`src/rtl/sap1_ctrl_if.sv`:
```
// ============================================================================
// Module      : sap1_ctrl_if
// Description : SAP-1 controller <-> datapath control bundle.
// Revision    : 1.0
// ============================================================================
`default_nettype none

interface sap1_ctrl_if;
    logic       run;
    logic [3:0] opcode;
    logic       Emar;
    logic       LmPC;
    logic       LmIRa;
    logic       pc_inc;
    logic       ram_rd;
    logic       ir_load;
    logic       a_load;
    logic       a_out;
    logic       b_load;
    logic       alu_sub;
    logic       alu_out;
    logic       out_load;
    logic [5:0] t_state;
    logic       halted;

    // Controller side
    modport master (
        input  run, opcode,
        output Emar, LmPC, LmIRa, pc_inc, ram_rd, ir_load, a_load, a_out,
               b_load, alu_sub, alu_out, out_load, t_state, halted
    );

    // Datapath side
    modport slave (
        output run, opcode,
        input  Emar, LmPC, LmIRa, pc_inc, ram_rd, ir_load, a_load, a_out,
               b_load, alu_sub, alu_out, out_load, t_state, halted
    );
endinterface

`default_nettype wire

```
`src/rtl/sap1_controller.sv`:
```
// ============================================================================
// Module      : sap1_controller
// Description : SAP-1 ring-counter sequencer and control-line decoder.
// Revision    : 1.0
// ============================================================================
`default_nettype none

module sap1_controller #(
    parameter logic [3:0] OP_LDA = 4'h0,
    parameter logic [3:0] OP_ADD = 4'h1,
    parameter logic [3:0] OP_SUB = 4'h2,
    parameter logic [3:0] OP_OUT = 4'he,
    parameter logic [3:0] OP_HLT = 4'hf
) (
    input  wire logic      clk,
    input  wire logic      rst,
    sap1_ctrl_if.master    bus
);

    // Low six bits map directly onto the one-hot t_state output.
    typedef enum logic [6:0] {
        S_T1   = 7'b000_0001,
        S_T2   = 7'b000_0010,
        S_T3   = 7'b000_0100,
        S_T4   = 7'b000_1000,
        S_T5   = 7'b001_0000,
        S_T6   = 7'b010_0000,
        S_HALT = 7'b100_0000
    } state_t;

    state_t r_state;
    state_t w_next;

    logic w_en;
    logic w_Emar, w_LmPC, w_LmIRa, w_pc_inc, w_ram_rd, w_ir_load;
    logic w_a_load, w_a_out, w_b_load, w_alu_sub, w_alu_out, w_out_load;

    always_ff @(posedge clk) begin
        if (rst) begin
            r_state <= S_T1;
        end else begin
            r_state <= w_next;
        end
    end

    always_comb begin
        w_next = S_T1;
        case (r_state)
            S_T1:    w_next = bus.run ? S_T2 : S_T1;
            S_T2:    w_next = bus.run ? S_T3 : S_T2;
            S_T3:    w_next = bus.run ? S_T4 : S_T3;
            S_T4:    w_next = !bus.run ? S_T4 :
                              (bus.opcode == OP_HLT) ? S_HALT : S_T5;
            S_T5:    w_next = bus.run ? S_T6 : S_T5;
            S_T6:    w_next = bus.run ? S_T1 : S_T6;
            S_HALT:  w_next = S_HALT;
            default: w_next = S_T1;
        endcase
    end

    assign w_en = !rst && bus.run;

    always_comb begin
        w_Emar     = 1'b0;
        w_LmPC     = 1'b0;
        w_LmIRa    = 1'b0;
        w_pc_inc   = 1'b0;
        w_ram_rd   = 1'b0;
        w_ir_load  = 1'b0;
        w_a_load   = 1'b0;
        w_a_out    = 1'b0;
        w_b_load   = 1'b0;
        w_alu_sub  = 1'b0;
        w_alu_out  = 1'b0;
        w_out_load = 1'b0;
        if (w_en) begin
            case (r_state)
                S_T1: begin
                    w_Emar = 1'b1;
                    w_LmPC = 1'b1;
                end
                S_T2: w_pc_inc = 1'b1;
                S_T3: begin
                    w_ram_rd  = 1'b1;
                    w_ir_load = 1'b1;
                end
                S_T4: begin
                    if (bus.opcode == OP_LDA || bus.opcode == OP_ADD ||
                        bus.opcode == OP_SUB) begin
                        w_Emar  = 1'b1;
                        w_LmIRa = 1'b1;
                    end else if (bus.opcode == OP_OUT) begin
                        w_a_out    = 1'b1;
                        w_out_load = 1'b1;
                    end
                end
                S_T5: begin
                    if (bus.opcode == OP_LDA) begin
                        w_ram_rd = 1'b1;
                        w_a_load = 1'b1;
                    end else if (bus.opcode == OP_ADD || bus.opcode == OP_SUB) begin
                        w_ram_rd  = 1'b1;
                        w_b_load  = 1'b1;
                        w_alu_sub = (bus.opcode == OP_SUB);
                    end
                end
                S_T6: begin
                    if (bus.opcode == OP_ADD || bus.opcode == OP_SUB) begin
                        w_alu_out = 1'b1;
                        w_a_load  = 1'b1;
                        w_alu_sub = (bus.opcode == OP_SUB);
                    end
                end
                default: ;
            endcase
        end
    end

    assign bus.Emar     = w_Emar;
    assign bus.LmPC     = w_LmPC;
    assign bus.LmIRa    = w_LmIRa;
    assign bus.pc_inc   = w_pc_inc;
    assign bus.ram_rd   = w_ram_rd;
    assign bus.ir_load  = w_ir_load;
    assign bus.a_load   = w_a_load;
    assign bus.a_out    = w_a_out;
    assign bus.b_load   = w_b_load;
    assign bus.alu_sub  = w_alu_sub;
    assign bus.alu_out  = w_alu_out;
    assign bus.out_load = w_out_load;
    assign bus.t_state  = rst ? 6'b000001 : r_state[5:0];
    assign bus.halted   = !rst && (r_state == S_HALT);

endmodule

`default_nettype wire

```
`src/flat_wrapper.sv`:
```
// flat-port wrapper written by rule: the top's interface ports become plain ports
module sap1_controller_flat 
#(
    parameter logic [3:0] OP_LDA = 4'h0,
    parameter logic [3:0] OP_ADD = 4'h1,
    parameter logic [3:0] OP_SUB = 4'h2,
    parameter logic [3:0] OP_OUT = 4'he,
    parameter logic [3:0] OP_HLT = 4'hf
)
  (clk, rst, bus_run, bus_opcode, bus_Emar, bus_LmPC, bus_LmIRa, bus_pc_inc, bus_ram_rd, bus_ir_load, bus_a_load, bus_a_out, bus_b_load, bus_alu_sub, bus_alu_out, bus_out_load, bus_t_state, bus_halted);
  sap1_ctrl_if bus_i ();
  input  wire logic clk;
  input  wire logic rst;
  input wire logic [$bits(bus_i.run)-1:0] bus_run;
  input wire logic [$bits(bus_i.opcode)-1:0] bus_opcode;
  output wire logic [$bits(bus_i.Emar)-1:0] bus_Emar;
  output wire logic [$bits(bus_i.LmPC)-1:0] bus_LmPC;
  output wire logic [$bits(bus_i.LmIRa)-1:0] bus_LmIRa;
  output wire logic [$bits(bus_i.pc_inc)-1:0] bus_pc_inc;
  output wire logic [$bits(bus_i.ram_rd)-1:0] bus_ram_rd;
  output wire logic [$bits(bus_i.ir_load)-1:0] bus_ir_load;
  output wire logic [$bits(bus_i.a_load)-1:0] bus_a_load;
  output wire logic [$bits(bus_i.a_out)-1:0] bus_a_out;
  output wire logic [$bits(bus_i.b_load)-1:0] bus_b_load;
  output wire logic [$bits(bus_i.alu_sub)-1:0] bus_alu_sub;
  output wire logic [$bits(bus_i.alu_out)-1:0] bus_alu_out;
  output wire logic [$bits(bus_i.out_load)-1:0] bus_out_load;
  output wire logic [$bits(bus_i.t_state)-1:0] bus_t_state;
  output wire logic [$bits(bus_i.halted)-1:0] bus_halted;
  assign bus_i.run = bus_run;
  assign bus_i.opcode = bus_opcode;
  assign bus_Emar = bus_i.Emar;
  assign bus_LmPC = bus_i.LmPC;
  assign bus_LmIRa = bus_i.LmIRa;
  assign bus_pc_inc = bus_i.pc_inc;
  assign bus_ram_rd = bus_i.ram_rd;
  assign bus_ir_load = bus_i.ir_load;
  assign bus_a_load = bus_i.a_load;
  assign bus_a_out = bus_i.a_out;
  assign bus_b_load = bus_i.b_load;
  assign bus_alu_sub = bus_i.alu_sub;
  assign bus_alu_out = bus_i.alu_out;
  assign bus_out_load = bus_i.out_load;
  assign bus_t_state = bus_i.t_state;
  assign bus_halted = bus_i.halted;
  sap1_controller #(.OP_LDA(OP_LDA), .OP_ADD(OP_ADD), .OP_SUB(OP_SUB), .OP_OUT(OP_OUT), .OP_HLT(OP_HLT)) u_core (.clk(clk), .rst(rst), .bus(bus_i));
endmodule
```
`config.mk`:
```
export PLATFORM = sky130hd
export DESIGN_NAME = sap1_controller_flat
export DESIGN_NICKNAME = d
export VERILOG_FILES = /design/src/rtl/sap1_ctrl_if.sv /design/src/rtl/sap1_controller.sv /design/src/flat_wrapper.sv
export SDC_FILE = /design/constraint.sdc
export NUM_CORES = 1
export LEC_CHECK = 0
export ABC_AREA = 1
export ABC_CLOCK_PERIOD_IN_PS = 1400
export BUFFER_PORTS_ARGS = -buffer_cell sky130_fd_sc_hd__buf_2
export CORE_MARGIN = 2
export CORE_UTILIZATION = 45
export DETAILED_ROUTE_END_ITERATION = 12
export GPL_TIMING_DRIVEN = 0
export PLACE_DENSITY = 0.88
export SETUP_SLACK_MARGIN = 0.05
export SYNTH_ARGS = -nofsm -noshare
export SYNTH_HDL_FRONTEND = slang
export SYNTH_SLANG_ARGS = --single-unit
```
`constraint.sdc`:
```
create_clock -name clk -period 1.4 [get_ports clk]
set_clock_uncertainty 0.15 [all_clocks]
set_input_delay 0.07 -clock clk [delete_from_list [all_inputs] [get_ports clk]]
set_output_delay 0.07 -clock clk [all_outputs]
set_load 0.05 [all_outputs]
```
==> impl_metrics.toml <==
[final_layout]
area_growth_pct = 76.6
top_register = "u_core.r_state"
drive_gt1_frac = 0.627
nets = 142
n_antenna_cell = 0
final_util = 0.825
largest_register_ffs = 7
top_regs = "u_core.r_state (7)"

[synthesis]
syn_nets = 107
yosysWarnings = 0
synth_area_um2 = 593
synth_seq_cells = 7
synth_cell_types = 21
synth_cells = 100
syn_avg_cell_area_um2 = 5.93
ys_seq_area_frac = 0.236

[clocking]
cts.reportedPaths.clkPinSlew_ns = 0.05
numCtsBuffers = 3
h-tree-depth = 1
cts_root_buf = "clkbuf_4"
insertion_delay_ns = 0.26
clock-sinks = 7
clk_path_buf_depth = 2
cts_tree = "yes"

[sta]
finalWorstSetupSlack_ns = -0.283
rsz0062_at_grt = "true"
maxSlewHeadroom = 0.769
slew_viol_final = 0
timing.final.crit_share = 1.20
final-hold-violation-count = 0
fmax_mhz = 594
fin_setup_tns_ns = -2.71
setup_viol = 13
period_needed_ns = 1.68
worstMarginPinSlew_ns = 0.346

[status]
status = "finished with violations"
violations = "negative setup slack"

[route]
drt_iter0_drc = 22
drtAntennaViolNets = 0
wl_um = 2020
vias = 793
drt-pass1-iter-count = 4
wl_per_cell_um = 13.6
drc_errors = 0
route.detailed.vias_per_inst = 5.32

[setup_path]
reg2reg_depth = 9
worstReg2RegEnd = "u_core.r_state[0]$_SDFF_PP1_"
endpoint_kind = "primary output"
r2r_start = "u_core.r_state[6]$_SDFF_PP0_"
r2r_slack_ns = 0.01
crit_arrival_ns = 1.46
critPathLaunchType = "flop"
critPathKind = "reg2out"
crit_fanout = 4
critPathRequiredTime_ns = 1.18

[grt]
grt_max_degree = 10
grt_usage = 0.258
grt_pass1_vias = 710
grt_pass1_wl_um = 2760
overflow = 0
antenna_found_initial = 0

[floorplanning]
fp.dieW_um = 40.3
rows = 13
top_level_ports = 26
fp.coreArea_um2 = 1270
start_util = 0.467
dieArea_um2 = 1620
die-height_um = 40.3

[power]
p_leak_nw = 0.492
finalPower_uw = 593
peakVddDrop_mv = 0.369
power_density_nw_per_um2 = 567

[placed_design]
gp_congestion = 0.878
place_ws_ns = -0.109
hpwl_um = 1250
io_buffers = 24

[hold_path]
hold_class = "in2reg"
min_to = "u_core.r_state[6]$_SDFF_PP0_"
hold_depth = 4
hold_path_startpoint = "rst"

[flow_run]
drv_cap = 0
## per-layer routing
layer / global-route usage / vias to the layer above / part of all wire
met5: 0 / - / 0
li1: - / 380 / -
met2: 0.476 / 41 / 0.54
met1: 0.241 / 365 / 0.38
met4: 0.183 / 0 / 0.019
met3: 0.0722 / 7 / 0.058
## area by class of cell
type,count,area (µm²)
buffer,2,18.8
timing repair buffer,30,256
sequential,7,151
clock buffer,4,26.3
fill,80,221
tap,15,18.8
multi-input combinational,75,515
inverter,16,60.1
## synthesized netlist by cell type (all sizes together)
library cell  instances  area (µm²)
a21oi                 1        5.00
and3b                 1        8.76
buf                   2        18.8
dfxtp                 7         140
inv                  16        60.1
nand2                24         103
nand3                 6        40.0
nand4                 2        12.5
nor2                 28         134
nor3                  2        10.0
o21a                  1        7.51
o21ai                 7        35.0
o22ai                 3        18.8
## cell families after synthesis
family | share of synthesized area
buffers and inverters | 0.133
flip-flops | 0.236
AND/OR/NAND/NOR | 0.519
AO/OA/AOI/OAI | 0.112
## critical path, stage by stage (launching register included)
cell     delay [ns]
dfxtp_2        0.33
inv_2          0.09
nand3_2        0.15
a21oi_1        0.25
and3b_2        0.23
buf_6          0.15
## cell usage in the layout, fill, tap and decap left out, types with 5 or more instances in the layout
cell     count
buf_2       11
buf_4        7
buf_6       10
dfxtp_2      6
inv_1        8
inv_2        8
nand2_1     13
nand2_2      8
nor2_1      12
nor2_2       5
nor2_4      10
## how the worst max path moves through the flow
stage,start,to,slack [ns],depth (start not counted)
floorplan,u_core.r_state[4]$_SDFF_PP0_,bus_Emar,-0.22,5
global placement,u_core.r_state[5]$_SDFF_PP0_,bus_b_load,-0.06,6
detailed placement,u_core.r_state[5]$_SDFF_PP0_,bus_b_load,-0.11,6
CTS,u_core.r_state[0]$_SDFF_PP1_,bus_b_load,-0.24,6
global route,u_core.r_state[3]$_SDFF_PP0_,bus_b_load,-0.33,6
finish,u_core.r_state[6]$_SDFF_PP0_,bus_alu_sub,-0.28,5
## report_power, final
part           switching, mW  total, mW  internal (mW)
Combinational          0.121      0.181         0.0601
Sequential            0.0105      0.216          0.205
Clock                 0.0873      0.197          0.110
Total                  0.219      0.593          0.375
## stage by stage
step | hold WS [ns] | cells | area, µm²
6_report | 0.00594 | 149 | 1050
2_1_floorplan | 0.102 | 100 | 638
4_1_cts | 0.00786 | 144 | 962
3_3_place_gp | 0.224 | 139 | 777
3_5_place_dp | 0.236 | 139 | 777
5_1_grt | 0.0405 | 149 | 1050
## what timing repair did
action | in CTS | in global routing
hold endpoints to repair | 1 | 0
resized for setup | 54 | 13
setup endpoints to repair | 14 | 13
hold buffers | 1 | 0
buffers inserted | 0 | 5
pin swaps | 6 | 7
Note: power is estimated with default switching activity, not from simulation.
